$ cat src/rtl/core_pkg.sv
// Shared encodings for the fetch/branch front end: branch types, flag bit
// positions and the fetch FSM state encoding.
package core_pkg;

    localparam logic [2:0] BR_NONE = 3'b000;
    localparam logic [2:0] BR_BEQ  = 3'b001;
    localparam logic [2:0] BR_BEN  = 3'b010;
    localparam logic [2:0] BR_BVF  = 3'b011;
    localparam logic [2:0] BR_BCS  = 3'b100;
    localparam logic [2:0] BR_J    = 3'b101;
    localparam logic [2:0] BR_JR   = 3'b110;

    localparam int FLAG_N = 3;
    localparam int FLAG_V = 2;
    localparam int FLAG_Z = 1;
    localparam int FLAG_C = 0;

    typedef enum logic [1:0] {
        ST_FETCH = 2'd0,
        ST_HOLD  = 2'd1,
        ST_DROP  = 2'd2
    } fetch_state_e;

endpackage

$ cat src/rtl/branch_cond.sv
// Branch condition decode: says whether a branch/jump of the given type
// would be taken against the supplied {N,V,Z,C} flags.
module branch_cond
    import core_pkg::*;
(
    input  logic [2:0] br_type,
    input  logic [3:0] flags,
    output logic       taken
);

    always_comb begin
        taken = 1'b0;
        case (br_type)
            BR_BEQ:  taken = flags[FLAG_Z];
            BR_BEN:  taken = flags[FLAG_N] | flags[FLAG_Z];
            BR_BVF:  taken = flags[FLAG_V];
            BR_BCS:  taken = flags[FLAG_C];
            BR_J,
            BR_JR:   taken = 1'b1;
            default: taken = 1'b0;  // none and reserved 111
        endcase
    end

endmodule

$ cat src/rtl/fetch_branch_unit.sv
// Instruction-fetch and branch-resolution front end: owns the PC, the flag
// register and the imem request handshake; redirects on taken branches.
module fetch_branch_unit
    import core_pkg::*;
#(
    parameter int              XLEN            = 32,  // must exceed 28 for the j target
    parameter logic [XLEN-1:0] RESET_PC        = '0,
    parameter bit              CLR_FLAGS_ON_BR = 1'b1
) (
    input  logic            clk,
    input  logic            rst_n,
    output logic            imem_req,
    output logic [XLEN-1:0] imem_addr,
    input  logic            imem_ack,
    input  logic [31:0]     imem_rdata,
    output logic [31:0]     instr,
    output logic [XLEN-1:0] instr_pc,
    output logic            instr_valid,
    input  logic            instr_ready,
    input  logic            flag_we,
    input  logic [3:0]      flags_in,
    output logic [3:0]      flags,
    input  logic            br_valid,
    input  logic [2:0]      br_type,
    input  logic [XLEN-1:0] br_pc,
    input  logic [15:0]     br_off,
    input  logic [25:0]     j_target,
    input  logic [XLEN-1:0] jr_addr,
    output logic            redirect
);

    fetch_state_e    state, state_nxt;
    logic [XLEN-1:0] pc;
    logic [XLEN-1:0] drop_addr;
    logic [XLEN-1:0] seq_pc;
    logic [XLEN-1:0] off_ext;
    logic [XLEN-1:0] target;
    logic            cond_taken;
    logic            taken;
    logic            fetch_ack;

    branch_cond u_cond (
        .br_type (br_type),
        .flags   (flags),
        .taken   (cond_taken)
    );

    assign taken     = br_valid & cond_taken;
    assign fetch_ack = (state == ST_FETCH) & imem_ack;
    assign seq_pc    = br_pc + XLEN'(4);
    assign off_ext   = {{(XLEN-18){br_off[15]}}, br_off, 2'b00};

    always_comb begin
        target = seq_pc + off_ext;
        case (br_type)
            BR_J:    target = {seq_pc[XLEN-1:28], j_target, 2'b00};
            BR_JR:   target = {jr_addr[XLEN-1:2], 2'b00};
            default: target = seq_pc + off_ext;
        endcase
    end

    // Outputs and next state; imem_req is forced low while reset is asserted.
    always_comb begin
        state_nxt   = state;
        imem_req    = rst_n & (state != ST_HOLD);
        imem_addr   = (state == ST_DROP) ? drop_addr : pc;
        instr_valid = (state == ST_HOLD);
        case (state)
            ST_FETCH: begin
                if (taken)         state_nxt = imem_ack ? ST_FETCH : ST_DROP;
                else if (imem_ack) state_nxt = ST_HOLD;
            end
            ST_HOLD: begin
                if (taken || instr_ready) state_nxt = ST_FETCH;
            end
            ST_DROP: begin
                if (imem_ack) state_nxt = ST_FETCH;
            end
            default: state_nxt = ST_FETCH;
        endcase
    end

    always_ff @(posedge clk or negedge rst_n) begin
        if (!rst_n) begin
            state     <= ST_FETCH;
            pc        <= RESET_PC;
            drop_addr <= RESET_PC;
            flags     <= '0;
            instr     <= '0;
            instr_pc  <= '0;
            redirect  <= 1'b0;
        end else begin
            state    <= state_nxt;
            redirect <= taken;
            if (taken)          pc <= target;
            else if (fetch_ack) pc <= pc + XLEN'(4);
            if (fetch_ack && !taken) begin
                instr    <= imem_rdata;
                instr_pc <= pc;
            end
            // Remember the in-flight address so it stays stable until the stale ack.
            if ((state == ST_FETCH) && taken && !imem_ack) drop_addr <= pc;
            if (flag_we)                          flags <= flags_in;
            else if (br_valid && CLR_FLAGS_ON_BR) flags <= '0;
        end
    end

endmodule

$ cat config.mk
export PLATFORM = sky130hd
export DESIGN_NAME = fetch_branch_unit
export DESIGN_NICKNAME = d
export VERILOG_FILES = /design/src/rtl/core_pkg.sv /design/src/rtl/branch_cond.sv /design/src/rtl/fetch_branch_unit.sv
export SDC_FILE = /design/constraint.sdc
export NUM_CORES = 1
export LEC_CHECK = 0
export CAP_MARGIN = 5
export CORE_MARGIN = 1
export CORE_UTILIZATION = 52
export DETAILED_ROUTE_END_ITERATION = 10
export GPL_TIMING_DRIVEN = 1
export PLACE_DENSITY = 0.87
export SYNTH_ARGS = -nofsm -noshare
export SYNTH_HDL_FRONTEND = slang
export SYNTH_SLANG_ARGS = --single-unit
export TNS_END_PERCENT = 100
$ cat constraint.sdc
create_clock -name clk -period 6.6 [get_ports clk]
set_input_delay 1.98 -clock clk [delete_from_list [all_inputs] [get_ports clk]]
set_output_delay 1.98 -clock clk [all_outputs]
set_load 0.005 [all_outputs]
# Word level (Yosys, flattened, before mapping)
# Cells that the tools add are included.
[op_classes]
add_sub_neg = 3
multipliers = 0
div_mod_pow = 0
n_lt_le_gt_ge = 0
eq_ne = 12
n_shift = 0
n_mux = 13
n_bitwise = 4
n_reduce_logical = 11
[op_table]
columns = ["operator", "count"]
rows = [
  ["32-bit two-way mux", 3],
  ["32-bit by 3-bit adder with 32-bit output (second input constant)", 2],
  ["32-bit one-hot mux with 2 select lines", 1],
  ["32-bit adder", 1],
  ["2-bit two-way mux", 5],
  ["3-bit equality test (second input constant)", 3],
  ["4-bit two-way mux", 2],
  ["3-bit by 2-bit equality test with 1-bit output (second input constant)", 2],
  ["2-bit one-hot mux with 3 select lines", 1],
  ["1-bit one-hot mux with 5 select lines", 1],
  ["2-bit by 1-bit != test with 1-bit output (second input constant)", 2],
  ["2-bit nonzero test", 2],
  ["1-bit bitwise AND", 3],
  ["3-bit by 1-bit equality test with 1-bit output (second input constant)", 1],
  ["1-bit logical AND", 3],
  ["3-bit != test (second input constant)", 1],
  ["3-bit AND reduction", 1],
  ["2-bit by 1-bit equality test with 1-bit output (second input constant)", 1],
  ["2-bit equality test (second input constant)", 1],
  ["1-bit logical NOT", 2],
  ["2-bit logical NOT", 1],
  ["2-bit != test (second input constant)", 1],
  ["2-bit OR reduction", 1],
  ["1-bit logical OR", 1],
  ["1-bit bitwise OR", 1],
]
[word_totals]
reg_bits = 135
latch_bits = 0
mem_bits_rw = 0
mem_bits_ro = 0
in_bits = 151
output_inout_bits = 103
word_cells = 50
memories = 0

# Depth between registers and ports, before layout
# Gate-level depths: netlist of the first run.
[logic_depth]
word_depth = 7
ltp_mapped = 16
depth_no_buf = 16

# By module
# Synthesis of the first run repeated with hierarchy kept, for this count alone.
[hier_totals]
cells_unflattened = 859
area_unflattened_um2 = 8720.9
[modules_own_cells]
columns = ["module", "n_inst", "cells_each", "area_per_inst_um2", "seq_area_each_um2"]
rows = [
  ["fetch_branch_unit", 1, 852, 8677.1, 3378.2],
  ["branch_cond", 1, 7, 43.8, 0.0],
]

# Worst setup path after synthesis of the first run
# Ideal clock, no wire load.
[synth_timing]
path_type = "input to register"
start = "input br_pc[2]"
end = "register pc[31]"
setup_ns = 0.137
arrival_ns = 4.644
required_ns = 6.463
setup_slack_ns = 1.818
path_stages = 16
path_buffers = 0
cell_sequence = "ha_1 > and3_1 > nand4_1 > nor4_1 > nand2_1 > xnor2_1 > ha_1 > and2_1 > a221oi_2 > nand2_1 > a221o_1 > a21oi_1 > o31ai_1 > a21oi_2 > xnor2_1 > o32ai_2"
[synth_via]
elab_chain_cells = 4
[synth_lines]
columns = ["element", "line", "text"]
rows = [
  ["start: declaration", "fetch_branch_unit.sv:25", "input logic [XLEN-1:0] br_pc,"],
  ["32-bit by 3-bit adder with 32-bit output (*)", "fetch_branch_unit.sv:50", "assign seq_pc = br_pc + XLEN'(4);"],
  ["32-bit adder", "fetch_branch_unit.sv:58", "default: target = seq_pc + off_ext;"],
  ["32-bit one-hot mux with 2 select lines (*)", "fetch_branch_unit.sv:55", "case (br_type)"],
  ["32-bit two-way mux (*)", "fetch_branch_unit.sv:95", "if (taken) pc <= target;"],
  ["end signal: assignment", "fetch_branch_unit.sv:95", ""],
  ["end signal: assignment", "fetch_branch_unit.sv:96", "else if (fetch_ack) pc <= pc + XLEN'(4);"],
  ["end: declaration", "fetch_branch_unit.sv:33", "logic [XLEN-1:0] pc;"],
]
# Mark *: on every way between the ends. The rest lies on a longest branch, timed or not.
# A chain may end at the register's enable or synchronous reset.

# Final worst setup path of the first run
[layout_timing]
start = "input br_pc[6]"
end = "register pc[30]"
# Same word-level chain as after synthesis.

==> qor.csv, run 1 <==
stage,metric,value,unit
detailed_routing,dr_wl_met2,11900,um
detailed_routing,vias_per_cell,5.81,
power,p_leak,4.79,nW
placed_design,place_hpwl,18000,um
clock_network,htreeDepth,4,
power,power_switching,1.16,mW
synthesis,ys_warn_count,0,
synthesis,synthesis.instances,828,
detailed_routing,routedWlPerCell,19.0,um
critical_path,startpoint,br_pc[6],
sta,worst_pin_slew,1.05,ns
global_route,overflow,0,
critical_path,cp-start-kind,input port,
power,p_int,2.68,mW
critical_path,rr_worst_depth,9,
critical_path,cp-end-kind,register,
floorplanning,die_w,130,um
detailed_routing,drtIter0Drc,500,
floorplanning,initial_core_util,0.533,
sta,hold_viol,0,
power,powerDensity,323,mW/mm2
floorplanning,die_y,130,um
critical_path,crit_arrival,5.74,ns
synthesis,syn_area,0.00850,mm2
detailed_routing,via_count,7543,
power,max-vdd-ir-drop,0.000181,V
critical_path,criticalPathCategory,in -> reg,
sta,finalClockSkew,0.00964,ns
sta,finalCriticalPeriod,5.47,ns
floorplanning,ios,254,
clock_network,cts_hold_buf,0,
power,seqPwrFrac,0.367,
power,p_comb_frac,0.371,
clock_network,clock_latency,0.42,ns
placed_design,gp_congestion,0.883,
detailed_routing,drc,0,
clock_network,cts.path.max_buffers,2,
detailed_routing,routed_wirelength,24600,um
power,switching_share,0.302,
global_route,grt_max_degree,66,
clock_network,tritoncts,done,
sta,rsz0062_at_grt,no,
critical_path,r2r-end,instr_pc[10],
synthesis,yosys-top-cells-area,"dfrtp_1 40%, mux2_2 16%, ha_1 5.3%, xnor2_1 4.7%, nand2_1 3.6%",
clock_network,cts_resized,0,
detailed_routing,met1_length,10000,um
synthesis,synth_seq_area_share,0.398,
clock_network,cts.sinks,135,
finish,antennaDiodeCount,0,
sta,period_share,0.829,
sta,maxSlewHeadroom,0.296,
clock_network,numCtsBuffers,17,
synthesis,synth_edf_count,0,
run_status,status,completed,
finish,nets,1258,
critical_path,rrSetupSlack,3.82,ns
floorplanning,design.die.area,0.0169,mm2
detailed_routing,dr.pass1.iters,5,
floorplanning,coreArea,0.0159,mm2
global_route,grt_pass1_wl,38500,um
synthesis,synth_area_per_cell,10.3,um2
global_route,antenna_found_initial,0,
sta,clock.fmax,183,MHz
min_path,hp-class,reg -> reg,
detailed_routing,routed-wl-met3,1910,um
synthesis,synth_nets,1016,
synthesis,yosysTopAreaCellShare,0.398,
global_route,grt_pass1_vias,7443,
min_path,holdPathEnd,drop_addr[10],
floorplanning,rows,46,
sta,hold_slack,0.491,ns
global_route,track_usage,0.300,
finish,area_growth,39.5,%
sta,finalSetupViolCount,0,
sta,fin_setup_tns,0,ns
synthesis,synth_ff_type,dfrtp_1,
critical_path,worstPathRequired,6.86,ns
min_path,min_from,drop_addr[10],
placed_design,io_buffers,251,
synthesis,ys_ff_latch,135,
critical_path,reg2reg_from,flags[1],
min_path,min_path_cells,2,
clock_network,post_cts_buffers,0,
run,drv_cap,0,
power,p_clk_frac,0.262,
finish,drive_above_1_share,0.176,
clock_network,root_buffer,clkbuf_16,
critical_path,crit_fanout,7,
detailed_routing,maxUsedRoutingLayer,met4,
detailed_routing,ant_nets,0,
clock_network,clk_pin_slew,0.05,ns
synthesis,synth_top_cell_by_area,dfrtp_1,
sta,slew_viol_final,0,
synthesis,ys_async_sr_fraction,1.00,
synthesis,synth_cell_types,61,
==> power by group through the flow <==
stage                     logic [mW]  registers [mW]  clock network (mW)
after CTS                       1.43            1.40                1.01
after global placement          1.36            1.37                   0
after global routing            1.53            1.45                1.05
after detailed placement        1.40            1.41                   0
after floorplan                0.663            1.34                   0
final                           1.42            1.41                1.00
==> state kept, by name, indices dropped and copies added (netlist names) <==
name	count
drop_addr	32
flags	4
instr	32
instr_pc	32
pc	32
redirect	1
state	2
==> critical path: stages <==
cell             delay [ns]
clkdlybuf4s50_1        0.56
and4_1                 0.30
and4_1                 0.32
nand4_1                0.18
nor2_1                 0.18
xor2_1                 0.16
ha_1                   0.34
a21oi_1                0.21
o21ai_0                0.16
nand2_1                0.10
o211ai_1               0.10
a41oi_2                0.28
o21ai_2                0.12
a221oi_2               0.32
mux2i_1                0.27
o221ai_1               0.17
==> final cells by class <==
type / instances / area, um2
well taps: 216 / 270
fillers: 1111 / 4090
multi-input cells: 644 / 4950
clock buffers: 20 / 457
clock inverters: 11 / 173
flip-flops and latches: 135 / 3380
inverters: 11 / 41.3
repair buffers: 261 / 2590
==> how the worst max path moves through the flow <==
stage,end,slack (ns),cells past startpoint
2_1_floorplan,pc[31],1.82,16
3_3_place_gp,pc[31],0.81,17
3_5_place_dp,pc[31],0.76,17
4_1_cts,pc[31],1.17,17
5_1_grt,pc[29],0.77,17
6_report,pc[30],1.13,16
==> kinds of logic after synthesis <==
kind of cell / after synthesis / share of synthesized area
xor gates and xnor gates: 78 / 0.0804
AOI/OAI and AO/OA: 177 / 0.151
muxes: 124 / 0.164
adders and majority gates: 37 / 0.0554
DFF: 135 / 0.398
and+or+nand+nor: 228 / 0.129
buffers and inverters: 49 / 0.0233
==> stage by stage <==
| stage | std cells | worst slack [ns] | instance area [um2] | power, mW | utilization |
|---|---|---|---|---|---|
| floorplan | 828 | 1.82 | 8500 | 2.01 | - |
| finish | 1298 | 1.13 | 11900 | 3.83 | 0.744 |
| global route | 1298 | 0.774 | 11900 | 4.02 | 0.744 |
| CTS | 1298 | 1.17 | 11900 | 3.84 | 0.744 |
| global placement | 1267 | 0.809 | 11200 | 2.74 | 0.704 |
| detailed placement | 1267 | 0.757 | 11200 | 2.81 | 0.704 |
==> cells in the final DEF (no fill, tap or decap), drive strengths merged, types with 15 or more instances in the layout <==
cell type,count
o21ai,44
clkdlybuf4s50,250
clkbuf,20
nor2,43
dfrtp,135
ha,36
xnor2,46
xor2,32
nand4,15
nand3,32
nand2,82
a21oi,43
mux2,122
==> metal layers <==
layer  vias up  GRT usage
li1       3513          -
met1      3620      0.369
met2       357      0.510
met3        53     0.0636
met4         0      0.128
met5         -          0
==> synth_stat cells (all sizes together) (15+ instances only) <==
library cell,n
dfrtp,135
mux2,122
nand2,82
xnor2,46
o21ai,44
a21oi,43
nor2,43
ha,36
nand3,32
xor2,32
clkbuf,20
buf,18
nand4,15
Note: power is estimated with default switching activity, not from simulation.
==> inputs of run 2 (changes only) <==
- CORE_UTILIZATION: 52 -> 44
- PLACE_DENSITY: 0.87 -> 0.78
- clock period: 6.6 -> 4.62 ns (I/O delays scaled with it)
==> run 2 against run 1 <==
Clock power increased by 36%. Routed wire length down 2.2%. Via count up 1.5%. Combinational power rose by 48%. Sequential cell count unchanged. Clock skew is 0.0018 ns lower. Critical path depth is 1 higher. Worst hold slack lost 0.0088 ns. Non-clock buffer count is 113 higher. Critical endpoint is now pc[31]. Largest cell class unchanged. Largest power group unchanged.
==> qor.csv, run 2 (synthesis results as in run 1) <==
stage,metric,value,unit,change
critical_path,criticalPathCategory,in -> reg,,
finish,layout_commonest_cell,clkdlybuf4s50_1,,
clock_network,clk_pin_slew,0.06,ns,about the same
floorplanning,die_y,141,um,+8.6%
finish,drive_above_1_share,0.263,,+0.0869
critical_path,cp-end-kind,register,,
placed_design,place_hpwl,18700,um,+3.7%
global_route,grt_max_degree,73,,+11%
min_path,hp-class,reg -> reg,,
sta,hold_viol,0,,unchanged
floorplanning,rows,50,,+8.7%
finish,antennaDiodeCount,0,,unchanged
finish,fin_area,0.0128,mm2,+8.0%
finish,final_cell_mix,"243 x clkdlybuf4s50_1, 135 x dfrtp_1, 122 x mux2_2",,
clock_network,cts.sinks,135,,unchanged
detailed_routing,drtIter0Drc,285,,-43%
power,p_leak,5.40,nW,+13%
detailed_routing,drc,0,,unchanged
sta,finalClockSkew,0.00789,ns,-0.00175 ns
floorplanning,initial_core_util,0.451,,-0.0817
global_route,overflow,0,,unchanged
sta,period_share,0.982,,
critical_path,crit_fanout,3,,-4
global_route,grt_pass1_wl,38300,um,-0.32%
sta,maxSlewHeadroom,0.392,,+0.0960
detailed_routing,vias_per_cell,5.26,,-9.5%
finish,fin_util,0.680,,-0.0634
detailed_routing,routed_wirelength,24100,um,-2.2%
power,power,5.44,mW,+42%
finish,nets,1371,,+9.0%
floorplanning,coreArea,0.0188,mm2,+18%
critical_path,crit_arrival,4.86,ns,-0.88 ns
clock_network,clock_latency,0.42,ns,about the same
critical_path,cp-start-kind,input port,,
detailed_routing,ant_nets,0,,unchanged
placed_design,io_buffers,251,,unchanged
power,powerDensity,425,mW/mm2,+31%
clock_network,htreeDepth,4,,unchanged
placed_design,placed_area,0.0121,mm2,+8.0%
placed_design,gp_congestion,0.882,,about the same
floorplanning,die_w,141,um,+8.6%
sta,worst_pin_slew,0.911,ns,-0.142 ns
floorplanning,ios,254,,unchanged
clock_network,tritoncts,done,,
clock_network,cts.path.max_buffers,2,,unchanged
clock_network,cts_hold_buf,0,,unchanged
finish,area_growth,50.8,%,
global_route,antenna_found_initial,0,,unchanged
critical_path,worstPathRequired,4.95,ns,-1.91 ns
critical_path,crit_slowest_cell,clkdlybuf4s50_1,,
global_route,grt_pass1_vias,7529,,+1.2%
detailed_routing,dr.pass1.iters,5,,unchanged
detailed_routing,via_count,7655,,+1.5%
clock_network,root_buffer,clkbuf_16,,
detailed_routing,routedWlPerCell,16.5,um,-13%
sta,fin_setup_tns,0,ns,unchanged
critical_path,path_cells,"clkdlybuf4s50_1, and3_4, nand4_1, nor4_2, buf_4, nand2_1, xnor2_1, ha_1, and2_4, a221oi_4, nand2_1, a221o_1, a21oi_1, o31ai_1, a21oi_2, xnor2_1, o32ai_2",,
sta,finalSetupViolCount,0,,unchanged
power,max-vdd-ir-drop,0.000200,V,+11%
run,drv_cap,0,,unchanged
floorplanning,design.die.area,0.0199,mm2,+18%
sta,hold_slack,0.482,ns,-0.00877 ns
sta,slew_viol_final,0,,unchanged
critical_path,slowest_delay,0.50,ns,-0.06 ns
run_status,status,completed,,
global_route,track_usage,0.247,,-0.0526
sta,finalCriticalPeriod,4.54,ns,
sta,clock.fmax,220,MHz,
clock_network,numCtsBuffers,17,,unchanged
==> run 2: what timing repair did <==
| action | CTS | global route |
|---|---|---|
| resized for setup | 0 | 23 |
| setup endpoints to repair | 0 | 10 |
| hold endpoints to repair | 0 | 0 |
| buffers inserted | 0 | 2 |
==> run 2: path summary, 6_finish.rpt <==
| path | startpoint | end | slack, ns | depth (start not counted) |
|---|---|---|---|---|
| min | drop_addr[16] | drop_addr[16] | 0.48 | 2 |
| min in group asynchronous | rst_n | instr[16] | 1.20 | 2 |
| max reg2reg | pc[2] | pc[27] | 2.18 | 9 |
| max | br_pc[5] | pc[31] | 0.08 | 17 |
| min reg2reg | drop_addr[16] | drop_addr[16] | 0.48 | 2 |
| max in group asynchronous | rst_n | pc[11] | 2.05 | 3 |
==> run 2: layer usage <==
metal	global-route usage	share of wire	vias to the layer above
met3	0.0520	0.053	28
met5	0	0	-
met4	0.0555	0.015	0
li1	-	-	3744
met2	0.433	0.49	251
met1	0.312	0.44	3632
==> run 2: critical path, delay by kind of cell <==
kind                     cells  cell delay [ns]
XOR/XNOR                     2             0.28
AO/OA/AOI/OAI                6             1.27
adder cells (fa/ha/maj)      1             0.28
buffers and inverters        2             0.66
AND/OR/NAND/NOR              6             0.99
==> run 2: through the flow <==
| step | worst slack (ns) | cells |
|---|---|---|
| finish | 0.0841 | 1456 |
| global route | -0.0129 | 1456 |
| CTS | 0.00554 | 1454 |
| detailed placement | -0.448 | 1422 |
| global placement | -0.337 | 1422 |
| floorplan | 0.432 | 828 |
==> run 2: final cells by class <==
cell class	instances	area, um2
Inverter	11	41.3
Multi-Input combinational cell	644	4990
Timing Repair Buffer	374	3470
Clock buffer	20	447
Fill cell	1453	6020
Sequential cell	135	3380
Tap cell	260	325
Clock inverter	12	153
==> run 2: power breakdown <==
part           leakage [nW]  switching (mW)  internal (mW)
clock                 0.282           0.502          0.860
sequential             1.59           0.346           1.64
combinational          3.52           0.753           1.34
==> inputs of run 3 (changes only) <==
- CORE_MARGIN: 1 -> 2
==> run 3 against run 2 <==
Cell count is 0.48% lower. Via count hardly changed. Sequential power hardly changed. Critical path depth is 1 lower. Die area is 2.9% higher. Clock skew is 0.0025 ns higher. Register-to-register slack hardly changed. Setup slack better by 0.095 ns. Global-route usage is 0.19 points lower. Clock power is 7% lower. Largest cell class unchanged. Sequential share of layout area is 0.15 points higher. Final area is 0.58% lower.
==> qor.csv, run 3 (synthesis results as in run 1) <==
stage,metric,value,unit,change
power,seqPwrFrac,0.371,,+0.007
min_path,min_path_cells,2,,unchanged
power,switching_share,0.302,,+0.00751
power,power,5.35,mW,-1.7%
sta,finalClockSkew,0.0104,ns,+0.00248 ns
power,p_int,3.74,mW,-2.7%
clock_network,cts.sinks,135,,unchanged
power,power_switching,1.62,mW,+0.84%
finish,area_growth,49.9,%,
sta,finalSetupViolCount,0,,unchanged
floorplanning,rows,50,,unchanged
critical_path,slowest_delay,0.50,ns,about the same
finish,nFillCells,1452,,-0.069%
sta,hold_slack,0.481,ns,-0.000417 ns
critical_path,crit_slowest_cell,clkdlybuf4s50_1,,
finish,final_cell_mix,"242 x clkdlybuf4s50_1, 135 x dfrtp_1, 122 x mux2_2",,
power,powerDensity,420,mW/mm2,-1.1%
critical_path,startpoint,br_pc[13],,
sta,rsz0062_at_grt,no,,
run,drv_cap,0,,unchanged
sta,hold_viol,0,,unchanged
floorplanning,die_y,143,um,+1.4%
detailed_routing,routedWlPerCell,17.1,um,+3.6%
clock_network,htreeDepth,4,,unchanged
clock_network,cts.path.max_buffers,2,,unchanged
clock_network,numCtsBuffers,17,,unchanged
critical_path,crit_fanout,4,,+1
global_route,overflow,0,,unchanged
power,p_comb_frac,0.392,,+0.007
critical_path,criticalPathCategory,in -> reg,,
critical_path,cp.depth,16,,-1
critical_path,path_cells,"clkdlybuf4s50_1, nand4_1, nor4_2, buf_4, nand2_1, xnor2_1, ha_1, and2_4, a221oi_4, nand2_1, a221o_1, mux2i_1, a21oi_1, and3_1, a31oi_1, a21o_1",,
critical_path,crit_arrival,4.75,ns,-0.11 ns
power,max-vdd-ir-drop,0.000201,V,+0.54%
critical_path,cp-start-kind,input port,,
sta,setup_ws,0.179,ns,+0.0950 ns
placed_design,dp_slack,-0.379,ns,+0.0687 ns
sta,worst_pin_slew,0.927,ns,+0.0160 ns
finish,fin_util,0.676,,-0.00392
power,p_clk_frac,0.237,,-0.013
global_route,grt_max_degree,61,,-16%
placed_design,place_hpwl,19300,um,+3.3%
floorplanning,coreArea,0.0188,mm2,unchanged
finish,layout_commonest_cell,clkdlybuf4s50_1,,
run_status,status,completed,,
placed_design,io_buffers,251,,unchanged
floorplanning,die_w,143,um,+1.4%
global_route,track_usage,0.245,,-0.00190
finish,antennaDiodeCount,0,,unchanged
sta,finalCriticalPeriod,4.44,ns,-0.0950 ns
min_path,hp-class,reg -> reg,,
detailed_routing,drc,0,,unchanged
detailed_routing,drtIter0Drc,290,,+1.8%
placed_design,gp_congestion,0.881,,-0.11%
critical_path,worst_path_most_repeated_cell,nand2_1,,
floorplanning,design.die.area,0.0204,mm2,+2.9%
detailed_routing,via_count,7654,,-0.013%
critical_path,crit_buf_inv,2,,unchanged
critical_path,reg2reg_from,pc[4],,
critical_path,cp-end-kind,register,,
detailed_routing,routed_wirelength,24800,um,+3.1%
finish,nets,1365,,-0.44%
critical_path,cp_top_family,simple AND/OR/NAND/NOR gates,,
min_path,min_from,drop_addr[10],,
sta,slew_viol_final,0,,unchanged
clock_network,clk_pin_slew,0.05,ns,about the same
floorplanning,ios,254,,unchanged
clock_network,root_buffer,clkbuf_16,,
sta,clock.fmax,225,MHz,+2.1%
critical_path,rr_worst_depth,9,,unchanged
floorplanning,initial_core_util,0.451,,unchanged
global_route,grt_pass1_vias,7832,,+4.0%
detailed_routing,dr.pass1.iters,5,,unchanged
detailed_routing,ant_nets,0,,unchanged
global_route,grt_pass1_wl,39200,um,+2.1%
critical_path,worstPathRequired,4.93,ns,-0.02 ns
global_route,antenna_found_initial,0,,unchanged
finish,multi_input_area,0.00501,mm2,+0.25%
finish,drive_above_1_share,0.261,,-0.00182
detailed_routing,vias_per_cell,5.28,,+0.47%
finish,seq_area,0.00338,mm2,unchanged
clock_network,tritoncts,done,,
sta,maxSlewHeadroom,0.380,,-0.0120
sta,period_share,0.961,,-0.0206
power,p_leak,5.38,nW,-0.46%
clock_network,clock_latency,0.42,ns,about the same
## run 3: cell types whose count changed in the layout (fill, tap and decap cells not counted), sizes merged
cell / delta
bufinv: -2
inv: +2
clkbuf: -1
clkdlybuf4s50: -1
buf: -6
dlymetal6s2s: +1
## run 3: through the flow
| step | TNS (ns) | instances | cell area (um2) |
|---|---|---|---|
| 2_1_floorplan | 0 | 828 | 8500 |
| 3_3_place_gp | -2.90 | 1416 | 12100 |
| 3_5_place_dp | -3.81 | 1416 | 12100 |
| 4_1_cts | 0 | 1447 | 12600 |
| 5_1_grt | 0 | 1449 | 12700 |
| 6_report | 0 | 1449 | 12700 |
## run 3: routing by layer
layer  global-route usage  vias up  wire length, um
li1                     -     3729                -
met1                0.303     3672            10600
met2                0.437      231            12300
met3               0.0533       22             1590
met4               0.0568        0              326
met5                    0        -                0
## run 3: layout make-up
| cell class | count | share of cell area |
|---|---|---|
| multi-input cells | 644 | 0.393 |
| repair buffers | 368 | 0.269 |
| flip-flops and latches | 135 | 0.265 |
| clock buffers | 19 | 0.0356 |
| well taps | 260 | 0.0255 |
| clock inverters | 12 | 0.00806 |
| inverters | 11 | 0.00324 |
## run 3: final timing paths
| path | end | slack, ns |
|---|---|---|
| hold reg to reg | drop_addr[10] | 0.48 |
| hold / removal | drop_addr[10] | 0.48 |
| max in group asynchronous | drop_addr[28] | 2.69 |
| setup reg to reg | pc[27] | 2.18 |
| setup / recovery | pc[29] | 0.18 |
| min in group asynchronous | instr[12] | 0.84 |
## run 3: what timing repair did
action / CTS / global route
hold buffers: 0 / 0
endpoints found under the setup margin: 0 / 11
setup buffers: 0 / 2
resized for setup: 0 / 24
## run 3: power groups by stage
stage	logic [mW]	registers, mW	clock network (mW)
floorplan	0.948	1.92	0
global placement	2.05	1.96	0
detailed placement	2.10	2.00	0
CTS	2.11	1.99	1.29
global route	2.28	2.04	1.34
finish	2.10	1.98	1.27
## run 3: tightest hold or removal path, cell delays in order, from the launching register on
cell     delay (ns)
dfrtp_1        0.34
nand2_1        0.05
o21ai_0        0.06
